[src/rtl/eater_loader.sv]
// Serial program loader for the eater CPU: receives a sync byte, 16 data bytes and a
// checksum over an 8N1 UART line, writes the data to program RAM and holds the CPU in reset meanwhile.
module eater_loader #(
  parameter int          CLKS_PER_BIT = 104,
  parameter logic [7:0]  SYNC_BYTE    = 8'hA5
) (
  input  logic       clk_i,
  input  logic       reset_i,
  input  logic       rx_i,
  output logic       ram_we_o,
  output logic [3:0] ram_addr_o,
  output logic [7:0] ram_data_o,
  output logic       cpu_reset_o,
  output logic       busy_o,
  output logic       done_o,
  output logic       error_o
);

  localparam int             CW        = $clog2(CLKS_PER_BIT + 1);
  localparam logic [CW-1:0]  FULL_LAST = CW'(CLKS_PER_BIT - 1);
  localparam logic [CW-1:0]  HALF_LAST = CW'(CLKS_PER_BIT / 2 - 1);

  typedef enum logic [1:0] {RX_IDLE, RX_START, RX_DATA, RX_STOP} rx_state_e;
  typedef enum logic [1:0] {F_IDLE, F_DATA, F_CHECK} f_state_e;

  // Receiver state
  rx_state_e     rx_state_q, rx_state_d;
  logic          rx_meta_q, rx_meta_d;
  logic          rx_sync_q, rx_sync_d;
  logic [CW-1:0] cnt_q, cnt_d;
  logic [2:0]    bit_q, bit_d;
  logic [7:0]    shift_q, shift_d;
  logic          byte_valid;
  logic          frame_err;

  // Frame state and registered outputs
  f_state_e   f_state_q, f_state_d;
  logic [3:0] idx_q, idx_d;
  logic [7:0] sum_q, sum_d;
  logic       ram_we_q, ram_we_d;
  logic [3:0] ram_addr_q, ram_addr_d;
  logic [7:0] ram_data_q, ram_data_d;
  logic       cpu_reset_q, cpu_reset_d;
  logic       busy_q, busy_d;
  logic       done_q, done_d;
  logic       error_q, error_d;

  // NOTE: every signal driven here gets a default first, so no path leaves it
  // unassigned and no latch is inferred.
  always_comb begin
    rx_meta_d  = rx_i;
    rx_sync_d  = rx_meta_q;
    rx_state_d = rx_state_q;
    cnt_d      = cnt_q + CW'(1);
    bit_d      = bit_q;
    shift_d    = shift_q;
    byte_valid = 1'b0;
    frame_err  = 1'b0;
    unique case (rx_state_q)
      RX_IDLE: begin
        cnt_d = '0;
        if (!rx_sync_q) rx_state_d = RX_START;
      end
      RX_START: begin
        // Mid-start sample; a high line here means the falling edge was a glitch.
        if (cnt_q == HALF_LAST) begin
          cnt_d      = '0;
          bit_d      = '0;
          rx_state_d = rx_sync_q ? RX_IDLE : RX_DATA;
        end
      end
      RX_DATA: begin
        if (cnt_q == FULL_LAST) begin
          cnt_d   = '0;
          shift_d = {rx_sync_q, shift_q[7:1]};
          bit_d   = bit_q + 3'd1;
          if (bit_q == 3'd7) rx_state_d = RX_STOP;
        end
      end
      RX_STOP: begin
        if (cnt_q == FULL_LAST) begin
          cnt_d      = '0;
          byte_valid = rx_sync_q;
          frame_err  = !rx_sync_q;
          rx_state_d = RX_IDLE;
        end
      end
      default: rx_state_d = RX_IDLE;
    endcase
  end

  always_comb begin
    f_state_d   = f_state_q;
    idx_d       = idx_q;
    sum_d       = sum_q;
    ram_we_d    = 1'b0;
    ram_addr_d  = ram_addr_q;
    ram_data_d  = ram_data_q;
    cpu_reset_d = cpu_reset_q;
    busy_d      = busy_q;
    done_d      = 1'b0;
    error_d     = error_q;
    unique case (f_state_q)
      F_IDLE: begin
        if (byte_valid && shift_q == SYNC_BYTE) begin
          f_state_d   = F_DATA;
          idx_d       = '0;
          sum_d       = '0;
          error_d     = 1'b0;
          cpu_reset_d = 1'b1;
          busy_d      = 1'b1;
        end
      end
      F_DATA: begin
        if (byte_valid) begin
          ram_we_d   = 1'b1;
          ram_addr_d = idx_q;
          ram_data_d = shift_q;
          sum_d      = sum_q + shift_q;
          idx_d      = idx_q + 4'd1;
          if (idx_q == 4'd15) f_state_d = F_CHECK;
        end else if (frame_err) begin
          error_d   = 1'b1;
          busy_d    = 1'b0;
          f_state_d = F_IDLE;
        end
      end
      F_CHECK: begin
        if (byte_valid) begin
          busy_d    = 1'b0;
          f_state_d = F_IDLE;
          if (shift_q == sum_q) begin
            done_d      = 1'b1;
            cpu_reset_d = 1'b0;
          end else begin
            // RAM holds a corrupt image, so the CPU stays in reset.
            error_d = 1'b1;
          end
        end else if (frame_err) begin
          error_d   = 1'b1;
          busy_d    = 1'b0;
          f_state_d = F_IDLE;
        end
      end
      default: f_state_d = F_IDLE;
    endcase
  end

  // NOTE: sequential state uses non-blocking assignments so every flop samples
  // the pre-edge values regardless of statement order.
  always_ff @(posedge clk_i) begin
    if (!reset_i) begin
      rx_meta_q   <= 1'b1;
      rx_sync_q   <= 1'b1;
      rx_state_q  <= RX_IDLE;
      cnt_q       <= '0;
      bit_q       <= '0;
      shift_q     <= '0;
      f_state_q   <= F_IDLE;
      idx_q       <= '0;
      sum_q       <= '0;
      ram_we_q    <= 1'b0;
      ram_addr_q  <= '0;
      ram_data_q  <= '0;
      cpu_reset_q <= 1'b0;
      busy_q      <= 1'b0;
      done_q      <= 1'b0;
      error_q     <= 1'b0;
    end else begin
      rx_meta_q   <= rx_meta_d;
      rx_sync_q   <= rx_sync_d;
      rx_state_q  <= rx_state_d;
      cnt_q       <= cnt_d;
      bit_q       <= bit_d;
      shift_q     <= shift_d;
      f_state_q   <= f_state_d;
      idx_q       <= idx_d;
      sum_q       <= sum_d;
      ram_we_q    <= ram_we_d;
      ram_addr_q  <= ram_addr_d;
      ram_data_q  <= ram_data_d;
      cpu_reset_q <= cpu_reset_d;
      busy_q      <= busy_d;
      done_q      <= done_d;
      error_q     <= error_d;
    end
  end

  assign ram_we_o    = ram_we_q;
  assign ram_addr_o  = ram_addr_q;
  assign ram_data_o  = ram_data_q;
  assign cpu_reset_o = cpu_reset_q;
  assign busy_o      = busy_q;
  assign done_o      = done_q;
  assign error_o     = error_q;

endmodule
[config.mk]
export PLATFORM = sky130hd
export DESIGN_NAME = eater_loader
export DESIGN_NICKNAME = d
export VERILOG_FILES = /design/src/rtl/eater_loader.sv
export SDC_FILE = /design/constraint.sdc
export NUM_CORES = 1
export LEC_CHECK = 0
export CORE_ASPECT_RATIO = 0.5
export CORE_MARGIN = 2
export CORE_UTILIZATION = 52
export DETAILED_ROUTE_END_ITERATION = 7
export PLACE_DENSITY = 0.75
export SLEW_MARGIN = 5
export SYNTH_ARGS = -nofsm -noshare
export SYNTH_HDL_FRONTEND = slang
export SYNTH_SLANG_ARGS = --single-unit
[constraint.sdc]
create_clock -name clk_i -period 1.95 [get_ports clk_i]
set_input_delay 0.39 -clock clk_i [delete_from_list [all_inputs] [get_ports clk_i]]
set_output_delay 0.39 -clock clk_i [all_outputs]
set_load 0.01 [all_outputs]
== Yosys cells after proc, flatten, opt, wreduce, memory -nomap -nowiden ==
Index checks and enable logic that the tools add are counted.

* Output and inout bits: 17
* Word-level logic and storage cells: 108
* Bits in registers: 53
* Input bits: 3

* Reductions and logical operators: 20
* Muxes and demuxes: 45
* $add $sub $neg: 4
* Eq/ne operators: 23

{| class="wikitable"
|+ Operators with widths
! operator !! count
|-
| two-way mux 2 bit || 11
|-
| case mux 7 bit (3 select lines) || 1
|-
| != test 2 bit (second input constant) || 10
|-
| two-way mux 1 bit || 17
|-
| two-way mux 8 bit || 2
|-
| case mux 8 bit (2 select lines) || 1
|-
| two-way mux 7 bit || 2
|-
| AND reduction 3 bit || 4
|-
| adder 8 bit || 1
|-
| equality test 8 bit || 1
|-
| equality test 8 bit (second input constant) || 1
|-
| two-way mux 4 bit || 2
|-
| case mux 2 bit (4 select lines) || 1
|-
| case mux 4 bit (2 select lines) || 1
|-
| AND reduction 2 bit || 4
|-
| AND reduction 4 bit || 2
|-
| adder 7 x 1 -> 7 bit (second input constant) || 1
|-
| equality test 7 x 6 -> 1 bit (second input constant) || 1
|-
| equality test 7 bit (second input constant) || 1
|-
| equality test 2 bit (second input constant) || 3
|-
| two-way mux 3 bit || 2
|-
| != test 3 bit (second input constant) || 2
|-
| case mux 1 bit (3 select lines) || 2
|-
| case mux 2 bit (3 select lines) || 1
|-
| other kinds (14) || 18
|}

== Depth between registers and ports, before layout ==
* Word-level depth: 6
* Depth in mapped cells: 9
* Gate-level depth less buffers: 8

== Worst setup path before layout ==
Ideal clock, no wire load.

* Path type: reg-to-reg
* Start: register cnt_q[0]
* End: register f_state_q[0]
* Setup time: 132 ps
* Clock period less this slack: 1,934 ps
* Slack: 16 ps
* Required time: 1,818 ps
* Buffers on the path: 1
* Cell stages (with the launch flop): 9
* Arrival: 1,802 ps
* Cell sequence: dfxtp_1 ha_1 and3b_1 nand4_4 or3_1 clkbuf_1 o21ai_2 or3_1 a21oi_1

* Longest elaborated chain between the ends: 6
* Elaborated cells between the ends (all ways): 13
* Those cells by class: eq/ne: 3; mux: 8; reduce/logical: 2

{| class="wikitable"
|+ Ends and longest elaborated chain
! item !! line !! text
|-
| from (decl) || 30 || <nowiki>logic [CW-1:0] cnt_q, cnt_d;</nowiki>
|-
| from (signal assigned) || 173 || <nowiki>cnt_q <= cnt_d;</nowiki>
|-
| equality test 7 bit * || 81 || <nowiki>if (cnt_q == FULL_LAST) begin</nowiki>
|-
| two-way mux 1 bit || 81 ||
|-
| two-way mux 1 bit || 59 || <nowiki>unique case (rx_state_q)</nowiki>
|-
| two-way mux 2 bit or logical AND 1 bit (tied branches) || - ||
|-
| two-way mux 2 bit (tied with other cells) || 129 || <nowiki>if (byte_valid) begin</nowiki>
|-
| case mux 2 bit (3 select lines) or AND reduction 2 bit (tied branches) || - ||
|-
| to (signal assigned) || 176 || <nowiki>f_state_q <= f_state_d;</nowiki>
|-
| to (decl) || 37 || <nowiki>f_state_e f_state_q, f_state_d;</nowiki>
|}

Mark *: on every way between the ends. The rest lies on a longest branch, timed or not.
A chain may end at the register's enable or synchronous reset.

== Worst setup path in the final report ==
* Start: register shift_q[1]
* End: register sum_q[7]

* Longest elaborated chain between the ends: 4
* Elaborated cells between the ends (all ways): 7
* Those cells by class: add/sub: 1; eq/ne: 2; mux: 2; reduce/logical: 2

{| class="wikitable"
|+ Ends and longest elaborated chain
! item !! line !! text
|-
| from (decl) || 32 || <nowiki>logic [7:0] shift_q, shift_d;</nowiki>
|-
| from (signal assigned) || 175 || <nowiki>shift_q <= shift_d;</nowiki>
|-
| branches (longest 4 deep; another with adder 8 bit) || - ||
|-
| to (signal assigned) || 178 || <nowiki>sum_q <= sum_d;</nowiki>
|-
| to (decl) || 39 || <nowiki>logic [7:0] sum_q, sum_d;</nowiki>
|}

Parallel ways; which one is timed is not known. The select of a mux whose other input is x is not followed.

==> flow_metrics.env <==
export IMPL_insertion_delay_ps=320
export IMPL_syn_nets=320
export IMPL_drv_slew=0
export IMPL_rows=18
export IMPL_layout_drive_gt1_share_pct=23.34
export IMPL_critical_path_class="reg -> reg"
export IMPL_async_flop_share_pct=0
export IMPL_cts_sinks=53
export IMPL_overflow=0
export IMPL_numCtsBuffers=5
export IMPL_die_x_um=104.1
export IMPL_wl_per_cell_um=15.38
export IMPL_finalHoldViolCount=0
export IMPL_place_gp_congestion=0.8709
export IMPL_synth_mux_area_share_pct=5.089
export IMPL_slew_headroom_pct=68.37
export IMPL_grt_usage_pct=22.05
export IMPL_clock_path_buffers=2
export IMPL_final_period_utilization_pct=101.7
export IMPL_fin_skew_ps=4.093
export IMPL_slowest_delay_ps=400
export IMPL_hold_class="reg -> reg"
export IMPL_final_setup_viol_count=1
export IMPL_fp_dieH_um=54.06
export IMPL_worstPathRequired_ps=2210
export IMPL_grt_max_degree=28
export IMPL_total_power_mw=1.906
export IMPL_synth_top_family_by_area="simple AND/OR/NAND/NOR gates"
export IMPL_yosysSeqAreaShare_pct=40.71
export IMPL_worst_slack_ps=-32.40
export IMPL_grt_pass1_wl_um=9597
export IMPL_antennaDiodeCount=0
export IMPL_cp_max_fo=4
export IMPL_layout_common_cells="43 x dfxtp_1, 40 x nand2_1, 37 x nor2_1"
export IMPL_synth_cell_types=45
export IMPL_dr_pass1_iters=4
export IMPL_cts_root_buf="clkbuf_8"
export IMPL_crit_arrival_ps=2240
export IMPL_drt_iter0_markers=111
export IMPL_cts_tree="built"
export IMPL_fin_crit_ps=1982
export IMPL_synth_xor_area_share_pct=4.705
export IMPL_whs_path_depth=1
export IMPL_cp_cell_sequence="ha_4, a21oi_4, o211ai_1, o41ai_2, xnor2_1, mux2_2, a21oi_2"
export IMPL_fin_util_pct=67.90
export IMPL_syn_area_um2=2606
export IMPL_yosys_warnings=0
export IMPL_power_density_nw_per_um2=574.5
export IMPL_rsz0062_at_grt="yes"
export IMPL_fin_nets=366
export IMPL_via_count=2278
export IMPL_fmax_mhz=504.4
export IMPL_cp_end_kind="register"
export IMPL_synth_ff_type="dfxtp_1"
export IMPL_antenna_found_initial=0
export IMPL_routed_wl_um=6415
export IMPL_cp_slowest_cell="dfxtp_4"
export IMPL_reg2regPathDepth=7
export IMPL_outcome="complete, but fails checks"
export IMPL_synth_avg_cell_area_um2=8.688
export IMPL_power_leakage_nw=1.244
export IMPL_synth_compound_area_share_pct=14.16
export IMPL_synth_simple_area_share_pct=23.33
export IMPL_vias_per_cell=5.463
export IMPL_tns_ps=-32.40
export IMPL_dieArea_um2=5629
export IMPL_grt_pass1_vias=2081
export IMPL_ir_drop_v=0.0003351
export IMPL_synth_edf_count=0
export IMPL_syn_inst=300
export IMPL_cts_hold_fix_buffers=0
export IMPL_drc=0
export IMPL_final_common_cell="dfxtp_1"
export IMPL_initial_core_util_pct=53.33
export IMPL_ant_nets=0
export IMPL_cts_clk_slew_worst_paths_ps=100
export IMPL_synth_seq_cells=53
export IMPL_core_area_um2=4887
export IMPL_htree_levels=2
export IMPL_port_buffers=19
export IMPL_ioPinCount=20
export IMPL_tightest_slew_ps=472.4
export IMPL_syn2layout_area_growth_pct=27.32
export IMPL_startpoint_type="register"
export IMPL_failed_checks="setup timing"
export IMPL_cap_viol_max_count=0
export IMPL_synth_fa_ha_area_share_pct=8.449
export IMPL_hpwlAfterDp_um=4414
metrics by stage:
stage | hold slack [ps] | worst slack [ps] | instance area, µm² | instances
2_1_floorplan | 386.3 | 15.70 | 2606 | 300
3_3_place_gp | 393.6 | -2.943 | 3073 | 408
3_5_place_dp | 397.2 | -45.04 | 3073 | 408
4_1_cts | 420.3 | -21.78 | 3188 | 416
5_1_grt | 431.1 | -83.86 | 3318 | 417
6_report | 416.5 | -32.40 | 3318 | 417
cell families (layout without fill, tap and decap cells):
family,count (synthesis),after routing
simple gates,125,125
compound gates,55,55
flops,53,53
buf+inv,23,70
fa+ha+maj,17,17
xor+xnor,14,14
mux,13,13
where the power goes:
| part | internal, mW | switching, mW | leakage [nW] |
|---|---|---|---|
| clock network | 0.289 | 0.377 | 0.0512 |
| logic | 0.0561 | 0.0908 | 0.760 |
| registers | 1.09 | 0.00776 | 0.433 |
| total | 1.43 | 0.475 | 1.24 |
layout make-up:
cell class              count  area [µm²]
clock buffers               6       82.58
clock inverters             2       13.76
fillers                   392        1569
inverters                   9       33.78
multi-input cells         224        1577
flip-flops and latches     53        1079
well taps                  70       87.58
repair buffers             53       445.4
metal layers:
layer  track usage, %  wire [µm]  part of all wire (%)  up-vias
li1                 -          -                     -     1135
met1            26.93       3006                    47     1060
met2            37.94       2948                    46       68
met3            6.053        341                   5.3       15
met4            9.685        119                   1.9        0
met5                0          0                     0        -
flip-flops by register name, summed over array words and instances (netlist names), named ones only:
register     cells
idx_q            4
error_o          1
done_o           1
bit_q            3
rx_sync_q        1
ram_we_o         1
f_state_q        2
busy_o           1
ram_data_o       8
shift_q          8
rx_meta_q        1
rx_state_q       1
cnt_q            7
cpu_reset_o      1
ram_addr_o       4
sum_q            8
cells in the mapped netlist, drive strengths merged (2+ instances only):
cell type / instances / share of area [%]
o41ai: 4 / 1.3
nand3: 9 / 1.7
ha: 16 / 7.7
o211ai: 4 / 1.2
clkbuf: 9 / 1.3
and3: 4 / 0.96
or3: 2 / 0.48
nand2: 42 / 6.0
nor2: 38 / 5.5
xor2: 7 / 2.4
and3b: 4 / 1.4
inv: 9 / 1.3
and2: 3 / 0.72
xnor2: 7 / 2.4
nand2b: 4 / 0.96
dfxtp: 53 / 41
nor3: 5 / 0.96
nor4: 2 / 0.48
nand4: 7 / 2.3
o21ai: 5 / 1.1
mux2i: 11 / 4.2
a22oi: 4 / 1.2
a21oi: 31 / 6.1
buf: 5 / 0.96
mux2: 2 / 0.86
worst max-delay path, delay by kind of cell, from the launching register on:
kind                       cells  cell delay [ps]
AOI/OAI and AO/OA              4              760
DFF                            1              400
muxes                          1              360
adders and majority gates      1              220
xor gates and xnor gates       1              170
repair_timing:
action                     in CTS  in global routing
setup buffers                   0                  1
setup endpoints to repair       5                 17
gates cloned                    0                  0
gates resized for setup         5                 31
pin swaps                       2                 10
path summary, 6_finish.rpt:
check	from	end	slack (ps)
setup / recovery	shift_q[1]$_SDFFE_PN0P_	sum_q[7]$_SDFFE_PN0P_	-30
hold / removal	rx_meta_q$_SDFF_PN1_	rx_sync_q$_SDFF_PN1_	420
setup reg to reg	shift_q[1]$_SDFFE_PN0P_	sum_q[7]$_SDFFE_PN0P_	-30
hold reg to reg	rx_meta_q$_SDFF_PN1_	rx_sync_q$_SDFF_PN1_	420
(Power assumes the default switching activity.)
